**src/rtl/iot_out_dispatch_pkg.sv**
```systemverilog
// Shared constants and types for the output IOT dispatcher.
// Opcodes, device index, FSM encoding and CPU major-state codes.
package iot_out_dispatch_pkg;

  localparam logic [4:0] F1 = 5'b00001;
  localparam logic [4:0] F2 = 5'b00010;
  localparam logic [4:0] F3 = 5'b00100;

  localparam logic [11:0] OP_SER_A  = 12'o6044;
  localparam logic [11:0] OP_SER_B  = 12'o6046;
  localparam logic [11:0] OP_DSK_A  = 12'o6743;
  localparam logic [11:0] OP_DSK_B  = 12'o6744;
  localparam logic [11:0] OP_DSK_C  = 12'o6746;
  localparam logic [11:0] OP_DSK_D  = 12'o6747;

  localparam logic [5:0] MMU_HI     = 6'o62;
  localparam logic [2:0] MMU_OP_MIN = 3'o1;
  localparam logic [2:0] MMU_OP_MAX = 3'o3;

  typedef enum logic [1:0] {
    DEV_NONE,
    DEV_SERIAL,
    DEV_MEM,
    DEV_DISK
  } dev_e;

  typedef enum logic [1:0] {
    S_IDLE,
    S_STROBE,
    S_WAIT_ACK,
    S_DONE
  } st_e;

  // select vector order: {serial, mem, disk}
  function automatic logic [2:0] sel_of(
    input dev_e d
  );
    logic [2:0] s;
    s = 3'b000;
    unique case (d)
      DEV_SERIAL: s = 3'b100;
      DEV_MEM:    s = 3'b010;
      DEV_DISK:   s = 3'b001;
      default:    s = 3'b000;
    endcase
    return s;
  endfunction

endpackage

```
**src/rtl/iot_out_decode.sv**
```systemverilog
// Instruction to output-device decoder.
// Purely combinational; unmatched codes give DEV_NONE.
module iot_out_decode
  import iot_out_dispatch_pkg::*;
(
  input  logic [0:11] instruction,
  output dev_e        dev
);

  logic is_ser;
  logic is_mem;
  logic is_dsk;
  logic [2:0] mmu_op;

  assign mmu_op = instruction[9:11];

  assign is_ser =
    (instruction == OP_SER_A) ||
    (instruction == OP_SER_B);

  assign is_mem =
    (instruction[0:5] == MMU_HI) &&
    (mmu_op >= MMU_OP_MIN) &&
    (mmu_op <= MMU_OP_MAX);

  assign is_dsk =
    (instruction == OP_DSK_A) ||
    (instruction == OP_DSK_B) ||
    (instruction == OP_DSK_C) ||
    (instruction == OP_DSK_D);

  always_comb begin
    dev = DEV_NONE;
    unique case (1'b1)
      is_ser:  dev = DEV_SERIAL;
      is_mem:  dev = DEV_MEM;
      is_dsk:  dev = DEV_DISK;
      default: dev = DEV_NONE;
    endcase
  end

endmodule

```
**src/rtl/iot_out_dispatch.sv**
```systemverilog
// Output IOT dispatcher: latches AC at F2, strobes the
// selected peripheral and stalls the CPU until ack/timeout.
module iot_out_dispatch
  import iot_out_dispatch_pkg::*;
#(
  parameter int STROBE_LEN = 2,
  parameter int TIMEOUT    = 15
) (
  input  logic        clk,
  input  logic        reset,
  input  logic [4:0]  state,
  input  logic [0:11] instruction,
  input  logic [0:11] ac,
  input  logic        ack_serial,
  input  logic        ack_mem,
  input  logic        ack_disk,
  output logic [0:11] out_bus,
  output logic [0:5]  dev_op,
  output logic        sel_serial,
  output logic        sel_mem,
  output logic        sel_disk,
  output logic        strobe,
  output logic        busy,
  output logic        iot_timeout
);

  localparam int CW = 8;
  localparam logic [CW-1:0] CNT_INIT =
    CW'(STROBE_LEN - 1);
  localparam logic [CW-1:0] CNT_LAST =
    CW'(TIMEOUT - 1);

  dev_e dev;

  st_e           st, st_n;
  logic [CW-1:0] cnt, cnt_n;
  logic          ack_seen, ack_seen_n;
  logic [2:0]    sel, sel_n;
  logic [0:11]   bus_n;
  logic [0:5]    op_n;
  logic          strobe_n;
  logic          busy_n;
  logic          tmo_n;
  logic          ack_q;
  logic          start;

  iot_out_decode u_dec (
    .instruction (instruction),
    .dev         (dev)
  );

  assign sel_serial = sel[2];
  assign sel_mem    = sel[1];
  assign sel_disk   = sel[0];

  // only the selected device may complete the transfer
  assign ack_q =
    (sel[2] & ack_serial) |
    (sel[1] & ack_mem)    |
    (sel[0] & ack_disk);

  assign start =
    (state == F2) && (dev != DEV_NONE);

  always_comb begin
    st_n       = st;
    cnt_n      = cnt;
    ack_seen_n = ack_seen;
    sel_n      = sel;
    bus_n      = out_bus;
    op_n       = dev_op;
    strobe_n   = strobe;
    busy_n     = busy;
    tmo_n      = iot_timeout;
    unique case (st)
      S_IDLE: begin
        if (start) begin
          bus_n      = ac;
          op_n       = instruction[6:11];
          sel_n      = sel_of(dev);
          strobe_n   = 1'b1;
          busy_n     = 1'b1;
          cnt_n      = CNT_INIT;
          ack_seen_n = 1'b0;
          st_n       = S_STROBE;
        end
      end
      S_STROBE: begin
        if (ack_q) ack_seen_n = 1'b1;
        if (cnt == '0) begin
          strobe_n = 1'b0;
          cnt_n    = '0;
          st_n     = (ack_seen || ack_q) ?
                     S_DONE : S_WAIT_ACK;
        end else begin
          cnt_n = cnt - CW'(1);
        end
      end
      S_WAIT_ACK: begin
        // ack on the final cycle beats the timeout
        if (ack_q) begin
          st_n = S_DONE;
        end else if (cnt == CNT_LAST) begin
          tmo_n = 1'b1;
          st_n  = S_DONE;
        end else begin
          cnt_n = cnt + CW'(1);
        end
      end
      S_DONE: begin
        busy_n     = 1'b0;
        sel_n      = 3'b000;
        cnt_n      = '0;
        ack_seen_n = 1'b0;
        st_n       = S_IDLE;
      end
      default: st_n = S_IDLE;
    endcase
  end

  always_ff @(posedge clk) begin
    if (reset) begin
      st          <= S_IDLE;
      cnt         <= '0;
      ack_seen    <= 1'b0;
      sel         <= 3'b000;
      out_bus     <= '0;
      dev_op      <= '0;
      strobe      <= 1'b0;
      busy        <= 1'b0;
      iot_timeout <= 1'b0;
    end else begin
      st          <= st_n;
      cnt         <= cnt_n;
      ack_seen    <= ack_seen_n;
      sel         <= sel_n;
      out_bus     <= bus_n;
      dev_op      <= op_n;
      strobe      <= strobe_n;
      busy        <= busy_n;
      iot_timeout <= tmo_n;
    end
  end

endmodule

```
**config.mk**
```make
export PLATFORM = sky130hd
export DESIGN_NAME = iot_out_dispatch
export DESIGN_NICKNAME = d
export VERILOG_FILES = /design/src/rtl/iot_out_dispatch_pkg.sv /design/src/rtl/iot_out_decode.sv /design/src/rtl/iot_out_dispatch.sv
export SDC_FILE = /design/constraint.sdc
export NUM_CORES = 1
export LEC_CHECK = 0
export ABC_AREA = 1
export CAP_MARGIN = 10
export CORE_ASPECT_RATIO = 1.1
export CORE_UTILIZATION = 35
export DETAILED_ROUTE_END_ITERATION = 12
export PLACE_DENSITY_LB_ADDON = 0.3
export SYNTH_ARGS = -nofsm -noshare
export SYNTH_HDL_FRONTEND = slang
export SYNTH_SLANG_ARGS = --single-unit
```
**constraint.sdc**
```tcl
create_clock -name clk -period 1.5 [get_ports clk]
set_clock_uncertainty 0.05 [all_clocks]
set_input_delay 0.375 -clock clk [delete_from_list [all_inputs] [get_ports clk]]
set_output_delay 0.375 -clock clk [all_outputs]
set_load 0.01 [all_outputs]
```
After elaboration in Yosys (flattened, before gate mapping)

Cells that the tools add are included.

Register bits: 35
Input bits: 34
Output and inout port bits: 24
Logic and storage cells: 83

Add/sub/neg operators: 2
Order comparisons: 2
Eq/ne operators: 21
Muxes and demuxes: 22
Bitwise operators: 6
Reductions and logical operators: 21

Operators with widths:

| cell                                             | number |
|---|---|
| == test 12 bit, second input constant            | 6 |
| two-way mux 8 bit                                | 4 |
| case mux 8 bit (4 select lines)                  | 1 |
| AND reduction 3 bit                              | 5 |
| != test 2 bit, second input constant             | 5 |
| case mux 3 bit (3 select lines)                  | 1 |
| adder 8 x 1 -> 8 bit, second input constant      | 1 |
| == test 2 bit, second input constant             | 4 |
| == test 8 x 4 -> 1 bit, second input constant    | 1 |
| zero test 8 bit                                  | 1 |
| two-way mux 2 bit                                | 4 |
| case mux 2 bit (4 select lines)                  | 1 |
| subtractor 8 x 1 -> 8 bit, second input constant | 1 |
| == test 6 bit, second input constant             | 1 |
| case mux 2 bit (3 select lines)                  | 1 |
| case mux 3 bit (2 select lines)                  | 1 |
| nonzero test 2 bit                               | 3 |
| == test 5 x 2 -> 1 bit, second input constant    | 1 |
| logical OR 1 bit                                 | 5 |
| two-way mux 1 bit                                | 5 |
| == test 2 x 1 -> 1 bit, second input constant    | 2 |
| case mux 1 bit (2 select lines)                  | 2 |
| AND reduction 2 bit                              | 2 |
| bitwise AND 1 bit                                | 3 |
| other kinds (10)                                 | 13 |

Logic depth before layout (Yosys ltp)

Word-level depth: 9
Mapped depth: 13
Gate-level depth less buffers: 12

Modules after synthesis

A second synthesis with hierarchy kept.

Cells, all modules: 299
Area, all modules: 2014.4 µm²

Modules (own cells, without submodules):

| module           | times used | cells an instance | area an instance (µm²) | seq. area each (µm²) |
|---|---|---|---|---|
| iot_out_dispatch | 1          | 269               | 1893.1                 | 700.7 |
| iot_out_decode   | 1          | 30                | 121.4                  | 0.0 |

Least setup slack after synthesis

OpenSTA, ideal clock, no wires.

Kind: in2reg
From: in instruction[1] (netlist name)
To: reg ack_seen
Setup time: 0.115 ns
Arrival: 1.333 ns
Required time: 1.335 ns
Setup slack: 0.002 ns
Stages on the path: 10
Buffers on the path: 1
Cell sequence: nand2_1 -> nor2_2 -> nand3_1 -> nand3_2 -> nand2_1 -> nand2_2 -> buf_6 -> nand2_4 -> o21ai_1 -> nor2_1

Longest elaborated chain between the ends: 9
Elaborated cells on any way between the ends: 18
Classes of those cells: eq/ne (8); mux (1); reduce/logical (9)

RTL lines:

| element                                  | line                                       | source |
|---|---|---|
| start, declared                          | iot_out_dispatch.sv:12                     | `input logic [0:11] instruction,` |
| == test 12 bit, on equally long branches | iot_out_decode.sv:27, iot_out_decode.sv:28 |  |
| logical OR 1 bit                         | iot_out_decode.sv:27                       | `(instruction == OP_DSK_A) \|\|` |
| logical OR 1 bit                         | iot_out_decode.sv:28                       | `(instruction == OP_DSK_B) \|\|` |
| logical OR 1 bit                         | iot_out_decode.sv:29                       | `(instruction == OP_DSK_C) \|\|` |
| case mux 2 bit (3 select lines) *        | iot_out_decode.sv:34                       | `unique case (1'b1)` |
| nonzero test 2 bit *                     | iot_out_dispatch.sv:63                     | `(state == F2) && (dev != DEV_NONE);` |
| logical AND 1 bit *                      | iot_out_dispatch.sv:63                     |  |
| != test 2 bit (no line) *                | n/a                                        |  |
| AND reduction 3 bit (no line) *          | n/a                                        |  |
| end signal, assigned                     | iot_out_dispatch.sv:135                    | `ack_seen <= ack_seen_n;` |
| end, declared                            | iot_out_dispatch.sv:37                     | `logic ack_seen, ack_seen_n;` |

Mark *: on every way between the ends. The rest lies on a longest branch, timed or not.
A chain may end at the register's enable or synchronous reset.

Worst setup path after layout

From: reg cnt[5]
To: reg cnt[1]

Longest elaborated chain between the ends: 3
Elaborated cells on any way between the ends: 6
Classes of those cells: eq/ne (2); mux (2); reduce/logical (2)

RTL lines:

| element                                                                          | line                                            | source |
|---|---|---|
| start, declared                                                                  | iot_out_dispatch.sv:36                          | `logic [CW-1:0] cnt, cnt_n;` |
| start signal, assigned                                                           | iot_out_dispatch.sv:134                         | `cnt <= cnt_n;` |
| == test 8 x 4 -> 1 bit or zero test 8 bit (tied branches)                        | iot_out_dispatch.sv:103, iot_out_dispatch.sv:90 |  |
| != test 2 bit (no line) or two-way mux 8 bit (tied branches)                     | n/a                                             |  |
| AND reduction 3 bit (no line) or case mux 8 bit (4 select lines) (tied branches) | n/a                                             |  |

Parallel ways exist; a longest one is shown, timed or not.

==> results.json <==
{
  "yosys_warnings": 0,
  "met1Wirelength_um": 2510,
  "grt_pass1_wl_um": 10300,
  "internal-power_mw": 1.98,
  "first_pass_iters": 4,
  "grt_overflow": 0,
  "tightest_slew_ns": 0.381,
  "fin_crit_sh": 0.983,
  "clkLatencyLatePin_ns": 0.29,
  "slew_violations": 0,
  "p_sw_frac": 0.332,
  "yosysSeqAreaShare": 0.333,
  "start_kind": "flip-flop",
  "synthesis.nets": 355,
  "ys_types": 36,
  "rsz0062_at_grt": "yes",
  "antennaDiodeCount": 0,
  "first_iter_violations": 90,
  "power_mw": 2.96,
  "status": "completed",
  "instances_no_fill": 501,
  "clk_pin_slew_ns": 0.07,
  "crit_type": "flip-flop to flip-flop",
  "synthCells": 313,
  "dr_wl_met2_um": 3580,
  "postSynth.asyncResetShare": 0,
  "die_h_um": 83.3,
  "fill_cells": 499,
  "syn_area_per_cell_um2": 6.72,
  "p_sw_mw": 0.982,
  "cts.sinks": 35,
  "cts_buffers": 5,
  "worst_ep_arrival_time_ns": 1.64,
  "r2r_slack_ns": 0.03,
  "timing.rr.end": "cnt[1]$_SDFFE_PP0P_",
  "powerDensity_mw_per_mm2": 819,
  "vdd_drop_max_uv": 596,
  "whs_endpoint": "dev_op[1]$_SDFFE_PP0P_",
  "dieWidth_um": 75.9,
  "post-route-min-period_ns": 1.47,
  "drc": 0,
  "cp-end-kind": "flip-flop",
  "total_leakage_power_nw": 1.67,
  "min-delay-start": "instruction[7]",
  "postPlaceCellArea_mm2": 0.00303,
  "slew_headroom": 0.744,
  "wl_um": 6600,
  "vias_per_cell": 4.96,
  "synth_edf_count": 0,
  "core_mm2": 0.00577,
  "clockBufferDepth": 2,
  "r2r-start": "cnt[5]$_SDFFE_PP0P_",
  "hold_depth": 3,
  "fp.dieArea_mm2": 0.00633,
  "antenna_found_initial": 0,
  "ios": 58,
  "antenna_left": 0,
  "portBuffers": 57,
  "synthFlopType": "dfxtp_1",
  "cts_tree": "yes",
  "required_ns": 1.67,
  "rows": 29,
  "setup-violations-final": 0,
  "dr_wl_met3_um": 393,
  "area_growth_pct": 71.8,
  "placed_cells": 479,
  "grt_max_degree": 21,
  "nets": 465,
  "htree_levels": 2,
  "cts_root_buffer": "clkbuf_8",
  "synth_seq_cells": 35,
  "max_freq_mhz": 678,
  "place_hpwl_um": 4120,
  "crit_fanout": 8,
  "seq_power_share": 0.341,
  "cap_violations": 0,
  "netlist_area_mm2": 0.00210,
  "num_vias": 2484,
  "grt_pass1_vias": 2405,
  "wl_per_cell_um": 13.2,
  "p_clk_frac": 0.298,
  "initial_core_util": 0.365,
  "final_area_mm2": 0.00361,
  "p_comb_frac": 0.361,
  "grt_usage": 0.200,
  "place_congestion": 0.851,
  "drive_gt1_frac": 0.415,
  "reg2regPathDepth": 8,
  "hold_violations": 0,
  "top_layer": "met4",
  "hold_class": "primary input to flip-flop"
}
per-stage QoR:
stage	setup WS [ns]	util	hold WS (ns)	setup TNS [ns]
6_report	0.0257	0.627	0.300	0
5_1_grt	-0.0725	0.627	0.317	-0.630
4_1_cts	0.000364	0.580	0.389	0
3_5_place_dp	-0.603	0.526	0.406	-19.13
3_3_place_gp	-0.548	0.526	0.404	-17.49
2_1_floorplan	0.00190	-	0.402	0
worst max-delay path, stage by stage (launching register included):
cell and delay [ns]:
dfxtp_2 0.34, nor2_4 0.13, nand3_4 0.10, or2_4 0.29
nand2_4 0.09, nand2_2 0.09, nand2_8 0.11, nand2_1 0.07
a21oi_2 0.13
metal layers:
| layer | global-route usage | vias up |
|---|---|---|
| li1 | - | 1244 |
| met1 | 0.212 | 1152 |
| met2 | 0.381 | 77 |
| met3 | 0.0560 | 11 |
| met4 | 0.0559 | 0 |
| met5 | 0 | - |
layout by cell type, fill, tap and decap left out, types with 2 or more instances in the layout:
cell	netlist	layout
nand2_1	56	44
buf_4	1	43
nor2_1	59	35
dfxtp_1	35	28
dlygate4sd2_1	0	26
nand3_1	26	20
nor2_2	3	18
inv_1	26	17
a21oi_1	20	17
nand2_2	6	16
o21ai_1	11	16
clkdlybuf4s50_1	0	13
nor2_4	0	9
buf_6	2	9
inv_2	2	8
o21ai_0	17	8
buf_2	4	7
nand3_2	1	6
nor3_1	8	6
ha_4	0	6
clkbuf_8	0	6
a21oi_2	3	5
clkbuf_2	0	5
inv_4	1	4
nand2_4	2	4
o21ai_2	0	4
dfxtp_2	0	4
nand4_1	3	3
xor2_1	3	3
dfxtp_4	0	3
dlymetal6s2s_1	0	3
clkdlybuf4s15_1	0	3
buf_12	0	3
nor3_2	0	2
nand3_4	1	2
registers in the layout (all words and copies together), names as in the netlist:
register,flops
sel,3
cnt,8
dev_op,6
iot_timeout,1
out_bus,12
busy,1
st,2
ack_seen,1
strobe,1
what timing repair did:
item	CTS	global route
hold buffers	0	0
pin swaps	25	44
gates cloned	3	0
setup endpoints to repair	58	35
setup buffers	10	2
gates resized for setup	111	95
logic make-up after synthesis:
kind of cell,Yosys count,share of synthesized area
compound gates,55,0.143
xor+xnor,4,0.0166
fa+ha+maj,8,0.0476
buf+inv,41,0.0910
flops,35,0.333
simple gates,170,0.369
cells in the mapped netlist (all sizes together) (2+ instances only):
cell type   n  area share
inv        29       0.053
o21ai      28       0.067
xor2        3       0.012
buf         9       0.033
nand2      64        0.13
ha          8       0.048
clkbuf      3      0.0054
nor3        8       0.019
dfxtp      35        0.33
nand3      28       0.075
nand4       3      0.0089
nor4        2       0.013
a21oi      23       0.060
nor2       62        0.11
power by group through the flow:
| stage | Combinational, mW | Clock [mW] | Sequential (mW) |
|---|---|---|---|
| 6_report | 1.07 | 0.881 | 1.01 |
| 5_1_grt | 1.15 | 0.935 | 1.01 |
| 4_1_cts | 0.852 | 0.906 | 1.00 |
| 3_5_place_dp | 0.821 | 0 | 1.02 |
| 3_3_place_gp | 0.816 | 0 | 1.02 |
| 2_1_floorplan | 0.477 | 0 | 1.03 |
area by class of cell:
cell class	count	area, µm²	area share
tap	77	96.3	0.0267
sequential	35	717	0.198
inverter	29	124	0.0343
clock inverter	2	35.0	0.00969
multi-input combinational	238	1560	0.431
timing repair inverter	1	6.26	0.00173
timing repair buffer	113	997	0.276
clock buffer	6	82.6	0.0228
worst max path at each step:
stage,endpoint,slack (ns),depth (start not counted),startpoint
5_1_grt,cnt[7]$_SDFFE_PP0P_,-0.07,8,cnt[2]$_SDFFE_PP0P_
6_report,cnt[1]$_SDFFE_PP0P_,0.03,8,cnt[5]$_SDFFE_PP0P_
3_5_place_dp,cnt[1]$_SDFFE_PP0P_,-0.60,10,instruction[4]
4_1_cts,cnt[1]$_SDFFE_PP0P_,0.0004,8,cnt[4]$_SDFFE_PP0P_
2_1_floorplan,ack_seen$_SDFFE_PP0P_,0.002,10,instruction[1]
3_3_place_gp,ack_seen$_SDFFE_PP0P_,-0.55,10,instruction[4]
(Power assumes the default switching activity.)
